`config.mk`:
```
export PLATFORM = sky130hd
export DESIGN_NAME = cart_auth_host
export DESIGN_NICKNAME = d
export VERILOG_FILES = /design/src/rtl/bandai2003_pkg.sv /design/src/rtl/cart_so_deser.sv /design/src/rtl/cart_auth_host.sv
export SDC_FILE = /design/constraint.sdc
export NUM_CORES = 1
export LEC_CHECK = 0
export CAP_MARGIN = 15
export CORE_ASPECT_RATIO = 1.4
export CORE_UTILIZATION = 50
export CTS_CLUSTER_SIZE = 25
export DETAILED_ROUTE_END_ITERATION = 10
export PLACE_DENSITY_LB_ADDON = 0.1
export SYNTH_ARGS = -nofsm -noshare
export SYNTH_HDL_FRONTEND = slang
export SYNTH_SLANG_ARGS = --single-unit
```
`constraint.sdc`:
```
create_clock -name CLK -period 1.34 [get_ports CLK]
set_input_delay 0.201 -clock CLK [delete_from_list [all_inputs] [get_ports CLK]]
set_output_delay 0.201 -clock CLK [all_outputs]
set_load 0.05 [all_outputs]
```
`src/rtl/bandai2003_pkg.sv`:
```
// Shared definitions for the Bandai 2003 cartridge mapper unlock sequence:
// unlock address constants, frame geometry, default key, host FSM states
// and the frame validity rule.
package bandai2003_pkg;

  // Unlock address sequence driven by the console, and the lock-released marker
  localparam logic [7:0] ADDR_UNLOCK_ACK    = 8'h5A;
  localparam logic [7:0] ADDR_UNLOCK_NAK    = 8'hA5;
  localparam logic [7:0] ADDR_LOCK_RELEASED = 8'hFF;

  // Serial frame returned by the cartridge: start bit, 16-bit payload, stop bit
  localparam int          FRAME_LEN   = 18;
  localparam logic [15:0] DEFAULT_KEY = 16'h28A0;

  // Host sequencer states
  typedef enum logic [2:0] {
    ST_IDLE  = 3'd0,
    ST_CRST  = 3'd1,
    ST_CREL  = 3'd2,
    ST_ACK   = 3'd3,
    ST_NAK   = 3'd4,
    ST_RECV  = 3'd5,
    ST_CHECK = 3'd6
  } auth_state_e;

  // A frame is valid when both framing bits are low and the payload matches the key
  function automatic logic frame_ok(input logic [FRAME_LEN-1:0] frame,
                                    input logic [15:0]          key);
    return (frame[0] == 1'b0) &&
           (frame[FRAME_LEN-1] == 1'b0) &&
           (frame[FRAME_LEN-2:1] == key);
  endfunction

endpackage

```
`src/rtl/cart_so_deser.sv`:
```
// LSB-first deserialiser for the cartridge serial output. While enabled it
// shifts one bit per cycle into the top of an 18-bit register, so the first
// bit received ends up in bit 0. frame_full marks that the last enabled
// cycle completed a whole frame.
module cart_so_deser
  import bandai2003_pkg::*;
(
  input  logic                 CLK,
  input  logic                 RSTn,
  input  logic                 en_i,
  input  logic                 so_i,
  output logic [FRAME_LEN-1:0] frame_o,
  output logic                 frame_full_o
);

  localparam logic [4:0] LAST_BIT = 5'(FRAME_LEN - 1);

  logic [4:0]           bit_cnt_q, bit_cnt_d;
  logic [FRAME_LEN-1:0] shreg_q, shreg_d;
  logic                 full_q, full_d;

  // Shift/count next-state: hold when disabled, shift and count when enabled
  always_comb begin
    bit_cnt_d = bit_cnt_q;
    shreg_d   = shreg_q;
    full_d    = full_q;
    if (en_i) begin
      shreg_d = {so_i, shreg_q[FRAME_LEN-1:1]};
      if (bit_cnt_q == LAST_BIT) begin
        bit_cnt_d = 5'd0;
        full_d    = 1'b1;
      end else begin
        bit_cnt_d = bit_cnt_q + 5'd1;
        full_d    = 1'b0;
      end
    end else begin
      full_d = full_q;
    end
  end

  // Deserialiser state registers; an idle bus reads as all ones
  always_ff @(posedge CLK or negedge RSTn) begin
    if (!RSTn) begin
      bit_cnt_q <= 5'd0;
      shreg_q   <= {FRAME_LEN{1'b1}};
      full_q    <= 1'b0;
    end else begin
      bit_cnt_q <= bit_cnt_d;
      shreg_q   <= shreg_d;
      full_q    <= full_d;
    end
  end

  assign frame_o      = shreg_q;
  assign frame_full_o = full_q;

endmodule

```
`src/rtl/cart_auth_host.sv`:
```
// Console-side host for the Bandai 2003 cartridge unlock handshake.
// Resets the cartridge, drives the 0x5A / 0xA5 unlock addresses, receives
// the 18-bit answer frame and records the result in SYSTEM_CTRL1[7].
// Optional feature macro: CART_AUTH_RETRY_EN (retry invalid frames up to
// MAX_TRIES attempts). Without it a run is always a single attempt.
// All outputs are registered; their next values are decoded from the
// FSM's next state so that each output is valid during the state itself.
module cart_auth_host
  import bandai2003_pkg::*;
#(
  parameter int          RST_CYCLES = 4,
  parameter logic [15:0] KEY        = DEFAULT_KEY,
  parameter logic [7:0]  IDLE_ADDR  = 8'h00,
  parameter int          MAX_TRIES  = 3
) (
  input  logic       CLK,
  input  logic       RSTn,
  input  logic       start,
  input  logic       so,
  output logic       cart_rstn,
  output logic [7:0] cart_addr,
  output logic       bus_own,
  output logic       busy,
  output logic       done,
  output logic       pass,
  output logic       fail,
  output logic       unlocked,
  output logic [1:0] tries
);

`ifdef CART_AUTH_RETRY_EN
  localparam logic RETRY_EN = 1'b1;
`else
  localparam logic RETRY_EN = 1'b0;
`endif

  // Phase counter is shared by the cartridge-reset and receive phases
  localparam logic [7:0] RST_LAST  = 8'(RST_CYCLES - 1);
  localparam logic [7:0] RECV_LAST = 8'(FRAME_LEN - 1);
  localparam logic [1:0] TRY_LIMIT = 2'(MAX_TRIES);

  auth_state_e state_q, state_d;
  logic [7:0]  cnt_q, cnt_d;

  logic        cart_rstn_q, cart_rstn_d;
  logic [7:0]  cart_addr_q, cart_addr_d;
  logic        bus_own_q, bus_own_d;
  logic        busy_q, busy_d;
  logic        done_q, done_d;
  logic        pass_q, pass_d;
  logic        fail_q, fail_d;
  logic        unlocked_q, unlocked_d;
  logic [1:0]  tries_q, tries_d;

  logic [FRAME_LEN-1:0] frame_s;
  logic                 frame_full_s;
  logic                 frame_valid_s;
  logic                 retry_s;
  logic                 recv_en_s;

  assign recv_en_s = (state_q == ST_RECV);

  cart_so_deser u_deser (
    .CLK          (CLK),
    .RSTn         (RSTn),
    .en_i         (recv_en_s),
    .so_i         (so),
    .frame_o      (frame_s),
    .frame_full_o (frame_full_s)
  );

  assign frame_valid_s = frame_full_s && frame_ok(frame_s, KEY);
  assign retry_s       = RETRY_EN && (tries_q < TRY_LIMIT);

  // Sequencer next state, phase counter and result bookkeeping
  always_comb begin
    state_d    = state_q;
    cnt_d      = cnt_q;
    done_d     = 1'b0;
    pass_d     = pass_q;
    fail_d     = fail_q;
    unlocked_d = unlocked_q;
    tries_d    = tries_q;
    case (state_q)
      ST_IDLE: begin
        if (start) begin
          // Resetting the cartridge re-locks it, so the old result goes away
          state_d    = ST_CRST;
          cnt_d      = 8'd0;
          pass_d     = 1'b0;
          fail_d     = 1'b0;
          unlocked_d = 1'b0;
          tries_d    = 2'd1;
        end else begin
          state_d = ST_IDLE;
        end
      end
      ST_CRST: begin
        if (cnt_q == RST_LAST) begin
          state_d = ST_CREL;
          cnt_d   = 8'd0;
        end else begin
          cnt_d = cnt_q + 8'd1;
        end
      end
      ST_CREL: state_d = ST_ACK;
      ST_ACK:  state_d = ST_NAK;
      ST_NAK: begin
        state_d = ST_RECV;
        cnt_d   = 8'd0;
      end
      ST_RECV: begin
        if (cnt_q == RECV_LAST) begin
          state_d = ST_CHECK;
          cnt_d   = 8'd0;
        end else begin
          cnt_d = cnt_q + 8'd1;
        end
      end
      ST_CHECK: begin
        if (frame_valid_s) begin
          state_d    = ST_IDLE;
          pass_d     = 1'b1;
          unlocked_d = 1'b1;
          done_d     = 1'b1;
        end else if (retry_s) begin
          state_d = ST_CRST;
          cnt_d   = 8'd0;
          tries_d = tries_q + 2'd1;
        end else begin
          state_d = ST_IDLE;
          fail_d  = 1'b1;
          done_d  = 1'b1;
        end
      end
      default: begin
        state_d = ST_IDLE;
        cnt_d   = 8'd0;
      end
    endcase
  end

  // Bus-facing outputs decoded from the state being entered
  always_comb begin
    cart_rstn_d = (state_d != ST_CRST);
    bus_own_d   = (state_d != ST_IDLE);
    busy_d      = (state_d != ST_IDLE);
    case (state_d)
      ST_ACK:  cart_addr_d = ADDR_UNLOCK_ACK;
      ST_NAK:  cart_addr_d = ADDR_UNLOCK_NAK;
      default: cart_addr_d = IDLE_ADDR;
    endcase
  end

  // State, counter and output registers; reset holds the cartridge in reset
  always_ff @(posedge CLK or negedge RSTn) begin
    if (!RSTn) begin
      state_q     <= ST_IDLE;
      cnt_q       <= 8'd0;
      cart_rstn_q <= 1'b0;
      cart_addr_q <= IDLE_ADDR;
      bus_own_q   <= 1'b0;
      busy_q      <= 1'b0;
      done_q      <= 1'b0;
      pass_q      <= 1'b0;
      fail_q      <= 1'b0;
      unlocked_q  <= 1'b0;
      tries_q     <= 2'd0;
    end else begin
      state_q     <= state_d;
      cnt_q       <= cnt_d;
      cart_rstn_q <= cart_rstn_d;
      cart_addr_q <= cart_addr_d;
      bus_own_q   <= bus_own_d;
      busy_q      <= busy_d;
      done_q      <= done_d;
      pass_q      <= pass_d;
      fail_q      <= fail_d;
      unlocked_q  <= unlocked_d;
      tries_q     <= tries_d;
    end
  end

  assign cart_rstn = cart_rstn_q;
  assign cart_addr = cart_addr_q;
  assign bus_own   = bus_own_q;
  assign busy      = busy_q;
  assign done      = done_q;
  assign pass      = pass_q;
  assign fail      = fail_q;
  assign unlocked  = unlocked_q;
  assign tries     = tries_q;

endmodule

```
Word level (Yosys, flattened, before mapping)
Index checks and enable logic that the tools add are counted.
{ "word_totals": {"register_bits": 49, "inputBits": 4, "out_inout_bits": 17, "wordCells": 61} }
{ "op_classes": {"addsub": 2, "eq_ne": 16, "muxes": 17, "n_bitwise": 3, "n_reduce_logical": 11} }
{ "ops": {"columns": ["op", "count"], "rows": [
  ["one-hot mux 8 bit (4 select lines)", 1],
  ["two-way mux 8 bit", 3],
  ["one-hot mux 3 bit (6 select lines)", 1],
  ["equality test 16 x 14 -> 1 bit, second input constant", 1],
  ["one-hot mux 8 bit (2 select lines)", 1],
  ["equality test 3 bit, second input constant", 4],
  ["equality test 3 x 2 -> 1 bit, second input constant", 3],
  ["adder 8 x 1 -> 8 bit, second input constant", 1],
  ["equality test 8 x 2 -> 1 bit, second input constant", 1],
  ["equality test 8 x 5 -> 1 bit, second input constant", 1],
  ["two-way mux 1 bit", 6],
  ["two-way mux 3 bit", 2],
  ["inequality test 2 bit, second input constant", 3],
  ["AND reduction 3 bit", 2],
  ["adder 5 x 1 -> 5 bit, second input constant", 1],
  ["equality test 5 bit, second input constant", 1],
  ["two-way mux 5 bit", 1],
  ["one-hot mux 1 bit (2 select lines)", 2],
  ["AND reduction 2 bit", 2],
  ["equality test 3 x 1 -> 1 bit, second input constant", 1],
  ["logical AND 1 bit", 3],
  ["logical NOT 3 bit", 1],
  ["inequality test 3 x 1 -> 1 bit, second input constant", 1],
  ["NOT 1 bit", 3],
  ["other kinds (3)", 3]
]} }

Depth between registers and ports, before layout
Gate-level depths: netlist (run 1).
{ "logic_depth": {"depth_word": 6, "ltp_mapped": 7, "depth_no_buf": 6} }

Hierarchy
From an unflattened synthesis (run 1), not the netlist that was laid out.
{ "unflattened": {"hier_cells": 173, "hier_area_um2": 2095.8} }
{ "by_module_without_submodules": {"columns": ["mod", "n_inst", "cells_each", "area_per_inst_um2", "seq_area_each_um2"], "rows": [
  ["cart_auth_host", 1, 108, 1082.3, 475.5],
  ["cart_so_deser", 1, 65, 1013.5, 623.1]
]} }

Least setup slack after synthesis (run 1)
No wires, ideal clock.
{ "synth_path": {"path_kind": "register to register", "startpoint": "register cnt_q[0]", "endpoint": "register cnt_q[7]", "arrival_time_ns": 1.353, "required_ns": 1.239, "setup_slack_ns": -0.113, "path_stages_with_launch": 6, "synth_period_minus_slack_ns": 1.453, "path_cell_list": "dfrtp_1 -> ha_1 -> nor3b_1 -> o211ai_2 -> nand2_2 -> o311ai_2"} }
{ "synth_between": {"elab_chain_len": 3, "word_cells_on_any_way": 6, "classes_between": "1 x add/sub; 2 x eq/ne; 3 x mux"} }
{ "synth_rtl": {"columns": ["item", "line", "source"], "rows": [
  ["start, declared", "cart_auth_host.sv:43", "logic [7:0] cnt_q, cnt_d;"],
  ["start signal, assigned", "cart_auth_host.sv:171", "cnt_q <= cnt_d;"],
  ["adder 8 x 1 -> 8 bit, or another cell as far along", "cart_auth_host.sv:103, cart_auth_host.sv:117", null],
  ["two-way mux 8 bit, on equally long branches", "cart_auth_host.sv:113, cart_auth_host.sv:99", null],
  ["one-hot mux 8 bit (4 select lines) (*)", "cart_auth_host.sv:84", "case (state_q)"]
]} }
Mark *: on every way between the ends. The rest lies on a longest branch, timed or not.
A chain may end at the register's enable or synchronous reset.

Final worst setup path (run 1)
{ "layout_path": {"startpoint": "register cnt_q[0]", "endpoint": "register cnt_q[4]"} }
The elaborated chain is that of the path after synthesis.

==> metrics.csv, run 1 <==
metric,value,unit
clkLatencyLatePin,0.30,ns
htreeDepth,2,
synth_top_area_cell,dfrtp_1,
rr_worst_depth,6,
clock_tree.root_cell,clkbuf_8,
ys_types,43,
rows,27,
drt-total-wl,4.84,mm
fin_nets,266,
run_status,"finished, violations left",
power,2.43,mW
p_comb_frac,0.032,
wl_per_cell,16.0,um
first_iter_violations,101,
fmax,0.651,GHz
skew,0.00820,ns
worstReg2RegStart,cnt_q[0],
cp_slowest_cell,dfrtp_2,
grt_pass1_wl,7.52,mm
yosysMostFrequentCell,nand2_1,
clkPwrFrac,0.418,
min_period_over_period,1.15,
cp.required,1.55,ns
cpPeakStageDelay,0.46,ns
yosys-top-cells-count,"nand2_1, dfrtp_1, dfstp_2",
cts_buffer_depth,2,
track_usage,0.216,
cts_sinks,43,
dpl_worst_slack,-0.253,ns
crit_family,flip-flops,
synth_flop_cell,dfrtp_1,
cp.arrival,1.74,ns
synth_edf_count,0,
io-pin-count,21,
syn_nets,226,
end_kind,flip-flop,
path_cells,ha_2 > and3_4 > o211ai_4 > buf_6 > a31oi_2 > o22ai_1,
via_count,1739,
p_sw,0.521,mW
start_util,0.523,
p_leak,1.30,nW
drive_gt1_frac,0.429,
first_pass_iters,4,
failed_checks,setup timing,
die_w,56.1,um
cts_buffers,5,
pwr-share-seq,0.550,
synthTopCellsByArea,"dfrtp_1, dfstp_2, nand2_1",
hold_path.class,in2async,
drv_cap,0,
cp_max_fo,6,
synth.avg_cell_area,9.41,sq um
crit_path_start_kind,flip-flop,
synthArstFlopShare,1.00,
netlist_area,0.00205,sq mm
dieArea,0.00437,sq mm
dp_hpwl,3.13,mm
tns,-1.15,ns
p_sw_frac,0.214,
grt_antenna_before_repair,0,
powerDensity,845,mW/mm^2
drv_slew,0,
place.gp.congestion,0.795,
n_fill_cell,249,
worst-path-stages,6,
grt_max_degree,29,
syn2layout_area_growth,40.2,%
drc_errors,0,
grt_pass1_vias,1739,
p_int,1.91,mW
hold_viol_final,0,
n_antenna_cell,0,
fin_crit,1.54,ns
vias_per_cell,5.76,
ys_seq_area_frac,0.536,
setup_slack,-0.196,ns
grt_setup_unrepaired,yes,
setup-violations-final,13,
clkTransAtPathRegs,0.08,ns
vdd_drop_max,0.785,mV
synth_seq_cells,43,
cts_tree,built,
final_util,0.734,
antenna_left,0,
grt_overflow,0,
yosysTopAreaCellShare,0.305,
coreArea,0.00392,sq mm
crit_type,reg2reg,
rr_endpoint,cnt_q[4],
die_y,77.8,um
yosysWarnings,0,
netlist_instances,218,
worstPathBufferInverterCount,1,
numPortBuffers,19,
rrSetupSlack,-0.20,ns
[cells in the final DEF (no fill, tap or decap), drive strengths merged, types with 2 or more instances in the layout]
| cell | count |
|---|---|
| nand2 | 71 |
| buf | 48 |
| dfrtp | 25 |
| dfstp | 18 |
| o21ai | 11 |
| nand3 | 7 |
| inv | 7 |
| clkbuf | 5 |
| o22ai | 5 |
| a21oi | 4 |
| nor3 | 4 |
| and3 | 4 |
| nor4 | 4 |
| ha | 4 |
| nor2 | 3 |
| nor2b | 3 |
| o31ai | 3 |
| a31oi | 3 |
| clkinv | 3 |
| nand2b | 2 |
| nand4 | 2 |
| clkdlybuf4s50 | 2 |
| nor3b | 2 |
| o211ai | 2 |
| a211o | 2 |
| nor4b | 2 |
[what timing repair did]
item | in CTS | in global routing
endpoints found under the setup margin | 13 | 30
hold buffers | 1 | 0
setup buffers | 1 | 5
hold endpoints to repair | 15 | 0
gates resized for setup | 11 | 32
pin swaps | 6 | 10
[state kept, by name (all words and copies together), names as in the netlist, 2 cells and up]
name / cells
cnt_q: 8
state_q: 3
u_deser.bit_cnt_q: 5
cart_addr: 2
u_deser.frame_o: 18
[metrics by stage]
stage               cell area, sq um  hold slack [ns]  cells
finish                          2880            0.362    302
global route                    2880            0.406    302
CTS                             2710            0.379    297
detailed placement              2530            0.150    287
global placement                2530            0.147    287
floorplan                       2050          -0.0946    218
[routing by layer]
layer,GRT usage,share of wire,wire length [um]
met2,0.388,0.57,2740
met3,0.0467,0.035,171
met1,0.245,0.38,1850
met5,0,0,0
met4,0.0878,0.017,82
[cells by family (layout without fill, tap and decap cells)]
| group | after synthesis | in the layout | share of synthesized area |
|---|---|---|---|
| DFF | 43 | 43 | 0.536 |
| other | 1 | 1 | 0.00183 |
| and+or+nand+nor | 109 | 109 | 0.251 |
| adders and majority gates | 4 | 4 | 0.0244 |
| buffers and inverters | 26 | 67 | 0.0720 |
| AOI/OAI and AO/OA | 35 | 35 | 0.115 |
[power by group through the flow]
stage | clock, mW | sequential (mW) | combinational [mW]
after floorplan | 0 | 1.36 | 0.0224
after global placement | 0 | 1.36 | 0.0721
after detailed placement | 0 | 1.36 | 0.0748
after CTS | 1.03 | 1.34 | 0.0793
after global routing | 1.08 | 1.34 | 0.0886
final | 1.02 | 1.34 | 0.0783
[how the worst max path moves through the flow]
stage	from	to	slack (ns)
2_1_floorplan	cnt_q[0]	cnt_q[7]	-0.05
3_3_place_gp	start	cnt_q[5]	-0.17
3_5_place_dp	u_deser.frame_o[12]	fail	-0.25
4_1_cts	cnt_q[1]	cnt_q[7]	-0.15
5_1_grt	cnt_q[0]	cnt_q[4]	-0.22
6_report	cnt_q[0]	cnt_q[4]	-0.20
[final cells by class]
| type | count | area (sq um) | area share |
|---|---|---|---|
| Clock buffer | 5 | 68.8 | 0.0239 |
| Sequential cell | 43 | 1110 | 0.385 |
| Inverter | 8 | 30.0 | 0.0104 |
| Clock inverter | 3 | 43.8 | 0.0152 |
| Multi-Input combinational cell | 149 | 957 | 0.333 |
| Tap cell | 43 | 53.8 | 0.0187 |
| Timing Repair Buffer | 51 | 616 | 0.214 |
(Power assumes the default switching activity.)
==> run 2: changes to the inputs <==
- CAP_MARGIN: 15 -> 20
==> results of run 2 <==
No change in the layout: final DEF, timing and power equal those of run 1.
==> run 3: changes to the inputs <==
- SKIP_CTS_REPAIR_TIMING: unset -> 1
==> metrics.csv, run 3 (synthesis gave the netlist of run 1 again) <==
metric,value,unit
met1_usage,0.238,
timing.hold.ws,0.358,ns
crit_path_start_kind,flip-flop,
cts_sinks,43,
antenna_left,0,
mostFrequentLayoutCells,"nand2_1, buf_4, dfrtp_1, dfstp_2, buf_12",
n_fill_cell,261,
syn2layout_area_growth,40.4,%
fin_nets,268,
io-pin-count,21,
cts_buffer_depth,2,
vias_per_cell,5.60,
first_pass_iters,4,
dp_cells,287,
grt_max_degree,29,
hold_viol_final,0,
wl_per_cell,15.0,um
dieArea,0.00437,sq mm
n_antenna_cell,0,
drt-total-wl,4.56,mm
coreArea,0.00392,sq mm
grt_antenna_before_repair,0,
grt_overflow,0,
drive_gt1_frac,0.421,
fmax,0.621,GHz
via_count,1703,
crit_type,reg2reg,
numPortBuffers,19,
cts_tree,built,
p_leak,1.30,nW
largest_reg_flops,18,
vdd_drop_max,0.805,mV
die_y,77.8,um
final_cells,304,
clock_tree.root_cell,clkbuf_8,
cp_slowest_cell,dfrtp_1,
grt_pass1_vias,1708,
clkLatencyLatePin,0.29,ns
rows,27,
start_util,0.523,
powerDensity,843,mW/mm^2
failed_checks,setup timing,
use_met3,0.0500,
grt_pass1_wl,7.40,mm
htreeDepth,2,
setup-violations-final,11,
grt_setup_unrepaired,yes,
cts_buffers,5,
place.gp.congestion,0.795,
end_kind,flip-flop,
dp_hpwl,3.13,mm
track_usage,0.212,
drv_slew,0,
min_period_over_period,1.20,
hold_path.class,in2async,
cp.arrival,1.81,ns
final_common_cell,nand2_1,
first_iter_violations,71,
cp_max_fo,5,
cp.required,1.54,ns
drc_errors,0,
die_w,56.1,um
use_met2,0.379,
path_cells,inv_1 > ha_2 > and3_4 > o211ai_4 > buf_4 > a31oi_2 > o22ai_1,
setup_slack,-0.271,ns
run_status,"finished, violations left",
busiest_layer,met2,
fin_crit,1.61,ns
drv_cap,0,
cpPeakStageDelay,0.42,ns
clkTransAtPathRegs,0.08,ns
skew,0.00704,ns
[run 3: final timing paths]
check / to / cells past startpoint / from / slack [ns]
worst max-delay path: cnt_q[4] / 7 / cnt_q[1] / -0.27
worst min-delay path: u_deser.bit_cnt_q[4] / 2 / RSTn / 0.36
worst max register to register: cnt_q[4] / 7 / cnt_q[1] / -0.27
worst min register to register: u_deser.frame_o[13] / 2 / u_deser.frame_o[14] / 0.47
max in group asynchronous: u_deser.frame_o[14] / 3 / RSTn / 0.44
min in group CLK: u_deser.frame_o[17] / 3 / so / 0.42
[run 3: cell type report]
cell class / count / area [sq um] / share of cell area
Clock inverter: 3 / 43.8 / 0.0152
Multi-Input combinational cell: 149 / 953 / 0.331
Inverter: 8 / 30.0 / 0.0104
Sequential cell: 43 / 1100 / 0.384
Timing Repair Buffer: 53 / 624 / 0.217
Clock buffer: 5 / 68.8 / 0.0239
Tap cell: 43 / 53.8 / 0.0187
[run 3: where the power goes]
group | internal, mW | leakage [nW] | total [mW] | switching [mW]
Combinational | 0.0306 | 0.756 | 0.0769 | 0.0463
Clock | 0.555 | 0.0581 | 1.01 | 0.457
Sequential | 1.32 | 0.490 | 1.34 | 0.0129
Total | 1.91 | 1.30 | 2.43 | 0.517
[run 3: metal layers]
metal,up-vias,share of wire
met5,-,0
met4,0,0.0083
met3,6,0.024
met2,27,0.58
met1,857,0.39
li1,813,-
[run 3: critical path: cells and delay by family (launching register included)]
family	cells	cell delay (ns)
adders and majority gates	1	0.17
AOI/OAI and AO/OA	3	0.51
buffers and inverters	2	0.23
and+or+nand+nor	1	0.17
DFF	1	0.42
[run 3: per-stage QoR]
stage | power (mW) | instance area [sq um] | util | worst slack, ns | TNS, ns
CTS | 2.44 | 2650 | 0.676 | -0.248 | -2.15
global route | 2.50 | 2880 | 0.735 | -0.300 | -2.74
global placement | 1.43 | 2530 | 0.647 | -0.166 | -1.28
floorplan | 1.38 | 2050 | - | -0.0482 | -0.0709
detailed placement | 1.43 | 2530 | 0.647 | -0.253 | -2.11
finish | 2.43 | 2880 | 0.735 | -0.271 | -1.95
